`src/rtl/conv_input_sequencer.sv`:
```
// conv_input_sequencer
// Read-side controller for the pixel FIFO. Pops one frame of 8-bit pixels
// and presents them to the first conv layer over a valid/ready handshake,
// tagged with raster coordinates and sof/eol/eof markers. A 2-entry output
// buffer (head + skid) absorbs the FIFO's one-cycle read latency so the
// stream sustains one pixel per cycle under backpressure.
//
// Ports:
//   i_sys_clk     system clock, rising edge
//   i_rst         synchronous active-high reset
//   i_start       one-cycle pulse, arms one frame when idle
//   i_fifo_valid  FIFO not-empty
//   i_fifo_data   FIFO dout, valid the cycle after o_fifo_rd_en
//   o_fifo_rd_en  FIFO read enable
//   i_ready       conv layer accepts the pixel this cycle
//   o_pixel       pixel to conv layer
//   o_pixel_valid o_pixel and tags valid
//   o_col, o_row  coordinates of o_pixel
//   o_sof/o_eol/o_eof  start-of-frame / end-of-line / end-of-frame tags
//   o_busy        controller not idle
//   o_frame_done  one-cycle pulse after the last handshake
module conv_input_sequencer #(
    parameter int IMG_W = 28,
    parameter int IMG_H = 28
) (
    input  logic                     i_sys_clk,
    input  logic                     i_rst,
    input  logic                     i_start,
    input  logic                     i_fifo_valid,
    input  logic [7:0]               i_fifo_data,
    output logic                     o_fifo_rd_en,
    input  logic                     i_ready,
    output logic [7:0]               o_pixel,
    output logic                     o_pixel_valid,
    output logic [$clog2(IMG_W)-1:0] o_col,
    output logic [$clog2(IMG_H)-1:0] o_row,
    output logic                     o_sof,
    output logic                     o_eol,
    output logic                     o_eof,
    output logic                     o_busy,
    output logic                     o_frame_done
);

    localparam int TOTAL = IMG_W * IMG_H;
    localparam int CW    = $clog2(TOTAL + 1);
    localparam int XW    = $clog2(IMG_W);
    localparam int YW    = $clog2(IMG_H);

    localparam logic [CW-1:0] TOTAL_C  = CW'(TOTAL);
    localparam logic [CW-1:0] LAST_RD  = CW'(TOTAL - 1);
    localparam logic [XW-1:0] COL_LAST = XW'(IMG_W - 1);
    localparam logic [YW-1:0] ROW_LAST = YW'(IMG_H - 1);

    typedef enum logic [1:0] {IDLE, STREAM, DRAIN} state_t;

    state_t        state;
    logic [CW-1:0] issued;
    logic [1:0]    held;
    logic          inflight;
    logic [7:0]    head;
    logic [7:0]    skid;
    logic [XW-1:0] col;
    logic [YW-1:0] row;
    logic          frame_done;

    logic          handshake;
    logic          col_last;
    logic          row_last;
    logic [2:0]    occupancy;

    always_comb begin
        handshake = (held != 2'd0) && i_ready;
        col_last  = (col == COL_LAST);
        row_last  = (row == ROW_LAST);
        // Slots that will be committed after this edge if no new read issues.
        occupancy = {1'b0, held} + {2'b00, inflight} - {2'b00, handshake};
        o_fifo_rd_en = (state == STREAM) && i_fifo_valid &&
                       (issued < TOTAL_C) && (occupancy < 3'd2);
    end

    always_ff @(posedge i_sys_clk) begin
        if (i_rst) begin
            state      <= IDLE;
            issued     <= '0;
            held       <= '0;
            inflight   <= 1'b0;
            head       <= '0;
            skid       <= '0;
            col        <= '0;
            row        <= '0;
            frame_done <= 1'b0;
        end else begin
            inflight   <= o_fifo_rd_en;
            frame_done <= 1'b0;

            // Head/skid update; returning data fills the earliest free slot,
            // bypassing the skid when the head is leaving and the skid is empty.
            if (handshake) begin
                if (held == 2'd2) begin
                    head <= skid;
                    if (inflight) skid <= i_fifo_data;
                end else if (inflight) begin
                    head <= i_fifo_data;
                end
            end else if (inflight) begin
                if (held == 2'd0) head <= i_fifo_data;
                else              skid <= i_fifo_data;
            end
            held <= held + {1'b0, inflight} - {1'b0, handshake};

            // Coordinates always describe the pixel in the head register.
            if (state == IDLE && i_start) begin
                col <= '0;
                row <= '0;
            end else if (handshake) begin
                if (col_last) begin
                    col <= '0;
                    row <= row_last ? '0 : row + 1'b1;
                end else begin
                    col <= col + 1'b1;
                end
            end

            case (state)
                IDLE: begin
                    if (i_start) begin
                        state  <= STREAM;
                        issued <= '0;
                    end
                end
                STREAM: begin
                    if (o_fifo_rd_en) begin
                        issued <= issued + 1'b1;
                        if (issued == LAST_RD) state <= DRAIN;
                    end
                end
                DRAIN: begin
                    if (handshake && col_last && row_last) begin
                        state      <= IDLE;
                        frame_done <= 1'b1;
                    end
                end
                default: state <= IDLE;
            endcase
        end
    end

    always_comb begin
        o_pixel       = head;
        o_pixel_valid = (held != 2'd0);
        o_col         = col;
        o_row         = row;
        o_sof         = o_pixel_valid && (col == '0) && (row == '0);
        o_eol         = o_pixel_valid && col_last;
        o_eof         = o_pixel_valid && col_last && row_last;
        o_busy        = (state != IDLE);
        o_frame_done  = frame_done;
    end

endmodule
```
`config.mk`:
```
export PLATFORM = sky130hd
export DESIGN_NAME = conv_input_sequencer
export DESIGN_NICKNAME = d
export VERILOG_FILES = /design/src/rtl/conv_input_sequencer.sv
export SDC_FILE = /design/constraint.sdc
export NUM_CORES = 1
export LEC_CHECK = 0
export BUFFER_PORTS_ARGS = -buffer_cell sky130_fd_sc_hd__buf_2
export CORE_MARGIN = 2
export CORE_UTILIZATION = 25
export CTS_CLUSTER_SIZE = 16
export DETAILED_ROUTE_END_ITERATION = 12
export SYNTH_ARGS = -nofsm -noshare
export SYNTH_HDL_FRONTEND = slang
export SYNTH_SLANG_ARGS = --single-unit
```
`constraint.sdc`:
```
create_clock -name i_sys_clk -period 3.1 [get_ports i_sys_clk]
set_input_delay 0.31 -clock i_sys_clk [delete_from_list [all_inputs] [get_ports i_sys_clk]]
set_output_delay 0.31 -clock i_sys_clk [all_outputs]
set_load 0.05 [all_outputs]
```
-- Yosys cells after proc, flatten, opt, wreduce, memory -nomap -nowiden
Cells that the tools add are included.
- output and inout port bits: 25
- register bits: 42
- add/subtract/negate cells: 7
- $lt $le $gt $ge: 2
- reductions and logical operators: 28
- bitwise gates (word level): 1
- eq/ne operators: 13
- multiplexer cells: 20
- operators by type and width (operator ; number):
    $mux 8 ; 9
    $mux 10 ; 2
    $pmux 10 s2 ; 1
    $reduce_bool 2->1 ; 6
    $logic_and 1x1->1 ; 11
    $add 10x1->10 const B ; 1
    $add 5x1->5 const B ; 2
    $eq 10x10->1 const B ; 1
    $eq 5x5->1 const B ; 2
    $logic_not 5->1 ; 2
    $lt 10x10->1 const B ; 1
    $mux 5 ; 2
    $ne 2x2->1 const B ; 5
    $mux 2 ; 4
    $reduce_and 4->1 ; 2
    $pmux 2 s3 ; 1
    $reduce_and 3->1 ; 2
    $eq 2x2->1 const B ; 2
    $logic_not 2->1 ; 2
    $ne 2x1->1 const B ; 2
    $reduce_or 2->1 ; 2
    $add 2x1->3 ; 1
    $lt 3x2->1 const B ; 1
    $sub 3x1->3 ; 1
    6 further kinds ; 6

-- Logic depth before layout (Yosys ltp)
- depth in word-level cells: 7
- gate-level depth with buffers: 12
- gate-level depth less buffers: 9

-- Least setup slack after synthesis
No wires, ideal clock.
- kind: register to output
- from: register held[1]
- to: output o_fifo_rd_en
- cell stages (with the launch flop): 12
- path buffers: 3
- data arrival time: 2.716 ns
- required time: 2.790 ns
- path slack: 0.074 ns
- cells stage by stage: dfxtp_1 > buf_4 > o21a_1 > buf_2 > inv_1 > ha_1 > ha_1 > fa_1 > and4bb_2 > o211ai_2 > buf_2 > inv_1
- longest elaborated chain between the ends: 5
- elaborated cells between the ends (all ways): 6
- RTL lines (item ; line ; RTL):
    start, declared ; 58 ; logic [1:0] held;
    start signal, assigned ; 109 ; held <= held + {1'b0, inflight} - {1'b0, handshake};
    branches (longest 2 deep; another with $add 2x1->3) ; -- ;
    $sub 3x1->3 (*) ; 76 ; occupancy = {1'b0, held} + {2'b00, inflight} - {2'b00, handshake};
    named net occupancy[1] ; 69 ; logic [2:0] occupancy;
    $lt 3x2->1 (*) ; 78 ; (issued < TOTAL_C) && (occupancy < 3'd2);
    $logic_and 1x1->1 (*) ; 78 ;
    end, declared ; 31 ; output logic o_fifo_rd_en,
Mark *: on every way through the listed nets, which the timed path passes.

-- Final worst setup path
Same ends and word-level chain as after synthesis.

==> summary.txt <==
Hold Buf Count CTS -> 0
Hold Startpoint -> i_fifo_data[5]
worst endpoint required time -> 2.79 ns
Final TNS setup -> 0 ns
crit path DAT -> 2.57 ns
initial antenna violation count -> 0
vias in the first global route -> 1,616
met1 Use GR -> 0.1400
Final Slew Violations -> 0
Max H-tree Level -> 2
DIE AREA -> 8813 µm²
HPWL Detailed -> 3.366 mm
largest net degree at the start of global routing -> 25
Overflow after GRT -> 0
DR DRC count -> 0
# setup viols final -> 0
drt wl/cell -> 12.41 µm
hold depth -> 3
Worst-Skew Late Latency -> 0.30 ns
share of the synthesized area in the top cell type -> 0.4164
crit path time final -> 2.877 ns
DR vias/cell -> 4.791
DIE HEIGHT -> 93.88 µm
Num CTS Buffers -> 5
Top Usage Layer GRT -> met2
Core ar. -> 7767 µm²
clk slew on worst S/H paths -> 0.07 ns
Leak Pwr -> 0.9780 nW
CP Class -> flip-flop to output pin
Nets -> 293
IO Pins -> 38
Mean Syn Cell Area -> 8.593 µm²
ant diodes -> 0
CTS Buffer Depth -> 2
Final Skew -> 0.009034 ns
Layout Utilization -> 0.3093
cell taking the most area after synthesis -> dfxtp_1
M2 GR Usage -> 0.1720
number of I/O port buffers -> 37
Syn Inst Count -> 235
DRT Wirelength -> 4.640 mm
Die Wd -> 93.88 µm
Fmax -> 0.3476 GHz
Starting Density -> 0.2600
fillcell total -> 841
Initial DRT Pass Iterations -> 4
met3 Use GR -> 0.02889
number of synthesized flops with an enable pin -> 0
Global Route Usage Sum -> 0.1093
RSZ-0062 raised after global routing -> no
RD Place Congestion -> 0.7978
vias -> 1,792
DRT antenna net count -> 0
Reg2Reg Launch Point -> held[1]
top cells by count, synth -> dfxtp_1, a21oi_1, nand2_1, nor2_1, inv_1
maximum capacitance violations -> 0
share of layout cells above drive strength 1 -> 0.2059
first-pass GRT wire length -> 7.638 mm
Pwr Density -> 531.9 nW/µm²
worst-case vdd ir drop -> 0.1833 mV
Setup crit end kind -> output pin
synth top area cells -> dfxtp_1, a21oi_1, mux2i_1
Synth Register Bits -> 42
Mapped Area -> 2019 µm²
CTS tree -> done
status -> completed
Rows -> 32
cell with the most instances after synthesis -> dfxtp_1
Fin. Hold Viols -> 0
leading register cell type out of synthesis -> dfxtp_1
Worst Hold Class -> input port to flip-flop
relative slew slack -> 0.5469
reg2reg path depth -> 9
crit path max fanout -> 13
RR Endpoint -> state[0]
Async S/R FF share, synth -> 0
synth unique cells -> 45
Root Buffer -> clkbuf_8
Worst setup SP type -> flip-flop
Final period util -> 0.9279
syn_nets -> 256
clock sink count -> 42
area growth from synthesis to layout -> 18.96%
Tightest Pin Transition -> 0.6797 ns
sequential area share after synthesis -> 0.4164
Hold Path End -> skid[5]
Syn. warnings -> 0
Iteration-0 DRC Markers -> 77
worst reg2reg setup slack -> 0.35 ns
## repair_timing
action | in CTS | in global routing
gates resized for setup | 1 | 2
endpoints found under the setup margin | 1 | 1
cloned | 0 | 0
setup buffers | 0 | 0
## flip-flops by register name, indices dropped and copies added (netlist names)
| signal | count |
|---|---|
| held | 2 |
| inflight | 1 |
| issued | 10 |
| o_col | 5 |
| o_frame_done | 1 |
| o_pixel | 8 |
| o_row | 5 |
| skid | 8 |
| state | 2 |
## worst max path at each step
stage	start	end	slack (ns)
after detailed placement	i_ready	issued[5]	0.13
final	held[1]	o_fifo_rd_en	0.22
after global routing	held[1]	o_fifo_rd_en	0.08
after floorplan	held[1]	o_fifo_rd_en	0.07
after global placement	i_ready	issued[8]	0.19
after CTS	held[1]	o_fifo_rd_en	0.05
## kinds of logic (layout without fill, tap and decap cells)
| kind of cell | count (synthesis) | after routing | synth area share |
|---|---|---|---|
| XOR/XNOR | 2 | 2 | 0.008676 |
| AND/OR/NAND/NOR | 91 | 91 | 0.2410 |
| AO/OA/AOI/OAI | 58 | 58 | 0.1791 |
| multiplexers | 11 | 11 | 0.05453 |
| flip-flops | 42 | 42 | 0.4164 |
| buffers and inverters | 23 | 60 | 0.04709 |
| adder cells (fa/ha/maj) | 8 | 8 | 0.05328 |
## worst max-delay path, cell delays in order, from the launching register on
cell	delay, ns
dfxtp_1	0.31
o21a_1	0.20
inv_2	0.11
ha_1	0.24
ha_1	0.19
fa_1	0.44
and4bb_2	0.35
o211ai_4	0.15
inv_1	0.09
buf_4	0.19
## cells in the final DEF, fill, tap and decap left out, types with 3 or more instances in the layout
master | netlist | routed
mux2i_1 | 11 | 11
buf_4 | 1 | 5
a21oi_1 | 25 | 25
nand2_1 | 23 | 23
dfxtp_1 | 42 | 42
nor2b_1 | 4 | 4
o21a_1 | 9 | 9
clkbuf_8 | 0 | 5
or3_1 | 4 | 4
inv_1 | 12 | 11
o21ai_0 | 3 | 3
or4_1 | 7 | 7
nor2_1 | 22 | 22
o31ai_1 | 4 | 4
buf_2 | 4 | 36
ha_1 | 7 | 7
nand3_1 | 9 | 9
a31oi_1 | 8 | 8
## layer usage
metal / vias to the layer above / share of wire / wire [µm]
met5: - / 0 / 0
met1: 833 / 0.48 / 2219
met4: 0 / 0.016 / 76
met2: 40 / 0.46 / 2145
met3: 5 / 0.043 / 198
li1: 914 / - / -
## area by class of cell
class | count | area, µm² | area share
clock inverter | 2 | 10.01 | 0.004167
sequential | 42 | 840.8 | 0.3500
timing repair buffer | 41 | 217.7 | 0.09063
clock buffer | 5 | 68.82 | 0.02865
multi-input combinational | 170 | 1092 | 0.4547
inverter | 12 | 45.04 | 0.01875
tap | 102 | 127.6 | 0.05312
## stage by stage
step / setup WS [ns] / hold WS (ns) / power [mW] / area [µm²] / std cells
floorplan: 0.07445 / 0.3816 / 0.8552 / 2019 / 235
global route: 0.07969 / 0.2739 / 1.347 / 2402 / 374
CTS: 0.04982 / 0.2640 / 1.288 / 2394 / 374
detailed placement: 0.1309 / 0.4485 / 0.9440 / 2312 / 367
finish: 0.2235 / 0.2711 / 1.278 / 2402 / 374
global placement: 0.1924 / 0.4451 / 0.9377 / 2312 / 367
## where the power goes
group | internal (mW) | leakage, nW | switching [mW]
Combinational | 0.106 | 0.595 | 0.239
Sequential | 0.569 | 0.339 | 0.0198
Clock | 0.152 | 0.0438 | 0.193
(Power assumes the default switching activity.)
